$ cat src/rtl/issue_queue_param.sv
// issue_queue_param: circular multi-lane issue queue with exact occupancy, all-or-nothing enqueue and clamped dequeue
module issue_queue_param #(
  parameter int DATA_W = 128,
  parameter int DEPTH  = 16,
  parameter int IN_W   = 2,
  parameter int OUT_W  = 2
) (
  input  logic                         clk,
  input  logic                         resetn,
  input  logic                         flush,
  input  logic [IN_W*DATA_W-1:0]       in_data,
  input  logic [IN_W-1:0]              in_valid,
  output logic                         in_ready,
  output logic [OUT_W*DATA_W-1:0]      out_data,
  output logic [OUT_W-1:0]             out_valid,
  input  logic [$clog2(OUT_W+1)-1:0]   issue_cnt,
  output logic [$clog2(DEPTH+1)-1:0]   count,
  output logic                         full,
  output logic                         empty,
  output logic                         issue_err
);
  localparam int PW = $clog2(DEPTH);
  localparam int CW = $clog2(DEPTH+1);
  logic [DATA_W-1:0] mem [DEPTH];
  logic [PW-1:0] head, tail;
  logic [PW-1:0] wa [IN_W];
  logic [CW-1:0] n_in, n_acc, n_clamp, n_out, ic;
  logic push, bad;
  assign in_ready = count <= CW'(DEPTH - IN_W);
  assign full = count == CW'(DEPTH);
  assign empty = count == '0;
  assign push = in_ready && |in_valid && !flush;
  assign ic = CW'(issue_cnt);
  assign bad = ic > count || ic > CW'(OUT_W);
  assign n_clamp = ic < count ? ic : count;
  assign n_out = n_clamp > CW'(OUT_W) ? CW'(OUT_W) : n_clamp;
  assign n_acc = push ? n_in : '0;
  // valid lanes are packed: each lands after the valid lanes below it
  always_comb begin
    n_in = '0;
    for (int i = 0; i < IN_W; i++) begin
      wa[i] = tail + n_in[PW-1:0];
      n_in = n_in + CW'(in_valid[i]);
    end
  end
  always_ff @(posedge clk)
    for (int i = 0; i < IN_W; i++)
      if (push && in_valid[i]) mem[wa[i]] <= in_data[i*DATA_W +: DATA_W];
  always_ff @(posedge clk) begin
    if (!resetn) begin
      head <= '0;
      tail <= '0;
      count <= '0;
      issue_err <= 1'b0;
    end else if (flush) begin
      head <= '0;
      tail <= '0;
      count <= '0;
    end else begin
      head <= head + n_out[PW-1:0];
      tail <= tail + n_acc[PW-1:0];
      count <= count + n_acc - n_out;
      if (bad) issue_err <= 1'b1;
    end
  end
  for (genvar k = 0; k < OUT_W; k++) begin : g_out
    logic [PW-1:0] ra;
    assign ra = head + PW'(k);
    assign out_valid[k] = count > CW'(k);
    assign out_data[k*DATA_W +: DATA_W] = out_valid[k] ? mem[ra] : '0;
  end
endmodule

$ cat config.mk
export PLATFORM = sky130hd
export DESIGN_NAME = issue_queue_param
export DESIGN_NICKNAME = d
export VERILOG_FILES = /design/src/rtl/issue_queue_param.sv
export SDC_FILE = /design/constraint.sdc
export NUM_CORES = 2
export LEC_CHECK = 0
export CAP_MARGIN = 5
export CORE_ASPECT_RATIO = 1.2
export CORE_MARGIN = 2
export CORE_UTILIZATION = 25
export DETAILED_ROUTE_END_ITERATION = 16
export SLEW_MARGIN = 5
export SYNTH_ARGS = -nofsm -noshare
export SYNTH_HDL_FRONTEND = slang
export SYNTH_SLANG_ARGS = --single-unit
$ cat constraint.sdc
create_clock -name clk -period 13.4 [get_ports clk]
set_input_delay 2.68 -clock clk [delete_from_list [all_inputs] [get_ports clk]]
set_output_delay 2.68 -clock clk [all_outputs]
set_load 0.03 [all_outputs]
==> run summary <==
Die Wd - 634.0 um
Tot GR Track Use - 18.70%
RePlAce Congestion - 0.7841
Overall Power - 20.98 mW
most frequent cells in the layout - edfxtp_1 (2,048), mux2_2 (1,903), mux4_2 (1,024)
Power Density - 152.1 nW/um2
DR vias - 77,362
routed wire length - 465,200 um
Post-Layout Cell Count - 13,721
cell area after synthesis - 119,100 um2
# hold bufs at CTS - 0
Leak - 40.38 nW
Critical Path RT - 10.72 ns
number of flops mapped to enable cells by yosys - 2,048
Slew HR - 14.59%
Syn Area/Cell - 16.75 um2
Root Buffer Master - clkbuf_16
CTS tree - done
FFs w/ async S/R, synth - 0%
WL per Instance - 33.90 um
PostCTS Resize Cnt - 0
CTS max path bufs - 4
Post-Syn Instances - 7,110
drt first pass iters - 8
CP Max Fanout - 61
# IOs - 530
peak supply drop - 0.0001394 V
most common library cell in the layout ignoring fill and taps - edfxtp_1
port bufs - 529
RSZ-0062 raised after global routing - no
Worst Hold Class - flip-flop to flip-flop
synth warn - 0
Seq cells post-synth - 2,062
core area - 474,100 um2
number of global-route vias before repair - 80,763
clk sink count - 2,062
final hold viol count - 0
worst-skew pair later-pin latency - 0.99 ns
status - complete, no violations
max-slew violations - 0
Initial Util - 25.11%
global-route wire length before repair - 642,200 um
slowest CP cell - buf_4
Final TNS setup - 0 ns
Worst Tran Pin Value - 1.281 ns
Fmax - 0.1034 GHz
Arr. time, crit path - 6.99 ns
CTS Buf Count - 232
Post-layout nets - 7,470
number of max-cap violations - 0
Yosys top cell area share - 51.65%
initial antenna violation count - 120
Netlist cell types - 54
Detailed Place HPWL - 254,300 um
slowest stage delay, CP - 0.89 ns
WHS - 0.4716 ns
Post-CTS Setup Bufs - 0
Core Rows - 277
Worst Setup Start Kind - flip-flop
first-iteration detailed-routing DRC count - 9,390
largest net degree at the start of global routing - 126
cell mode on critical path - buf_4
ys flop type - edfxtp_1
dpl cells - 13,227
CP endpoint kind - primary output
DR DRC count - 0
sequential fraction of the synthesis area - 51.88%
Routed Antenna Nets - 0
clock period minus final worst setup slack - 9.672 ns
drt via density - 5.638
final period utilization - 72.18%
H-tree depth - 4
Setup Viol. Count Final - 0
die area - 481,900 um2
Area Growth Syn to Fin - 15.85%
largest area contributor in the netlist - edfxtp_1
Synth area leaders - edfxtp_1 (52%), mux4_2 (19%), mux2_2 (18%), a22oi_1 (2.3%), clkbuf_1 (1.4%)
Cell Chain, Critical Path - buf_4, buf_4, buf_4, buf_4, mux4_2, a22oi_1, a31oi_1, clkdlybuf4s50_1
die height - 760.0 um
CTS clk-pin slew, worst paths - 0.06 ns
grt total ovfl - 0
layout cell share with drive strength beyond 1 - 47.51%
CP Class - flip-flop to primary output
clock skew - 0.09754 ns
registers in the layout, indices dropped and copies added (netlist names):
name,count
mem,2048
issue_err,1
head,4
tail,4
count,5
synthesized netlist by cell type, drive strengths merged, types with 7 or more instances:
library cell and instances:
nor2 20, mux4 1024, a41oi 26, a22oi 360
dfxtp 14, a31oi 104, a21oi 137, nand2b 8
nand2 59, ha 19, buf 420, nor2b 7
edfxtp 2048, inv 16, clkbuf 459, mux2 2048
o21ai 267
worst max-delay path: cells and delay by family (launching register included):
| family | cells | cell delay (ns) |
|---|---|---|
| buffers and inverters | 5 | 4.08 |
| muxes | 1 | 0.38 |
| DFF | 1 | 0.64 |
| AOI/OAI and AO/OA | 2 | 0.68 |
layout make-up:
cell class	instances	area (um2)
antenna	63	157.7
clock buffer	290	6097
timing repair buffer	718	7002
fill	46823	336200
multi-input combinational	4154	53440
tap	6277	7854
clock inverter	141	1543
sequential	2062	61790
inverter	16	67.56
through the flow:
stage / util, % / setup WS [ns] / instance area (um2)
detailed placement: 27.45 / 4.587 / 130100
floorplan: - / 2.779 / 119100
finish: 29.09 / 3.728 / 137900
global placement: 27.45 / 4.690 / 130100
global route: 29.08 / 3.228 / 137900
CTS: 29.06 / 3.556 / 137800
per-layer routing:
metal	global-route usage [%]	share of wire (%)	vias to the layer above
met5	0	0.053	-
met4	11.17	6.3	40
met3	3.995	9.1	1215
met2	31.15	49	4792
met1	22.08	36	41476
li1	-	-	29839
worst paths after layout:
path	from	end	depth (start not counted)	slack [ns]
setup / recovery	head[0]	out_data[191]	8	3.73
hold / removal	issue_err	issue_err	1	0.47
setup reg to reg	tail[0]	mem[8][62]	8	7.85
hold reg to reg	issue_err	issue_err	1	0.47
report_power, final:
group          switching [mW]  internal [mW]  total [mW]
Clock                    2.87           3.72        6.58
Combinational            4.37           2.74        7.11
Sequential             0.0755           7.21        7.29
cell families after synthesis:
family          after synthesis  share of synthesized area (%)
fa+ha+maj                    23                         0.2669
xor+xnor                      8                        0.05885
flops                      2062                          51.88
mux                        3072                          38.74
simple gates                126                         0.5338
other cells                   2                       0.006307
buf+inv                     895                          3.620
compound gates              922                          4.897
Power figures use the tool's default switching activity.
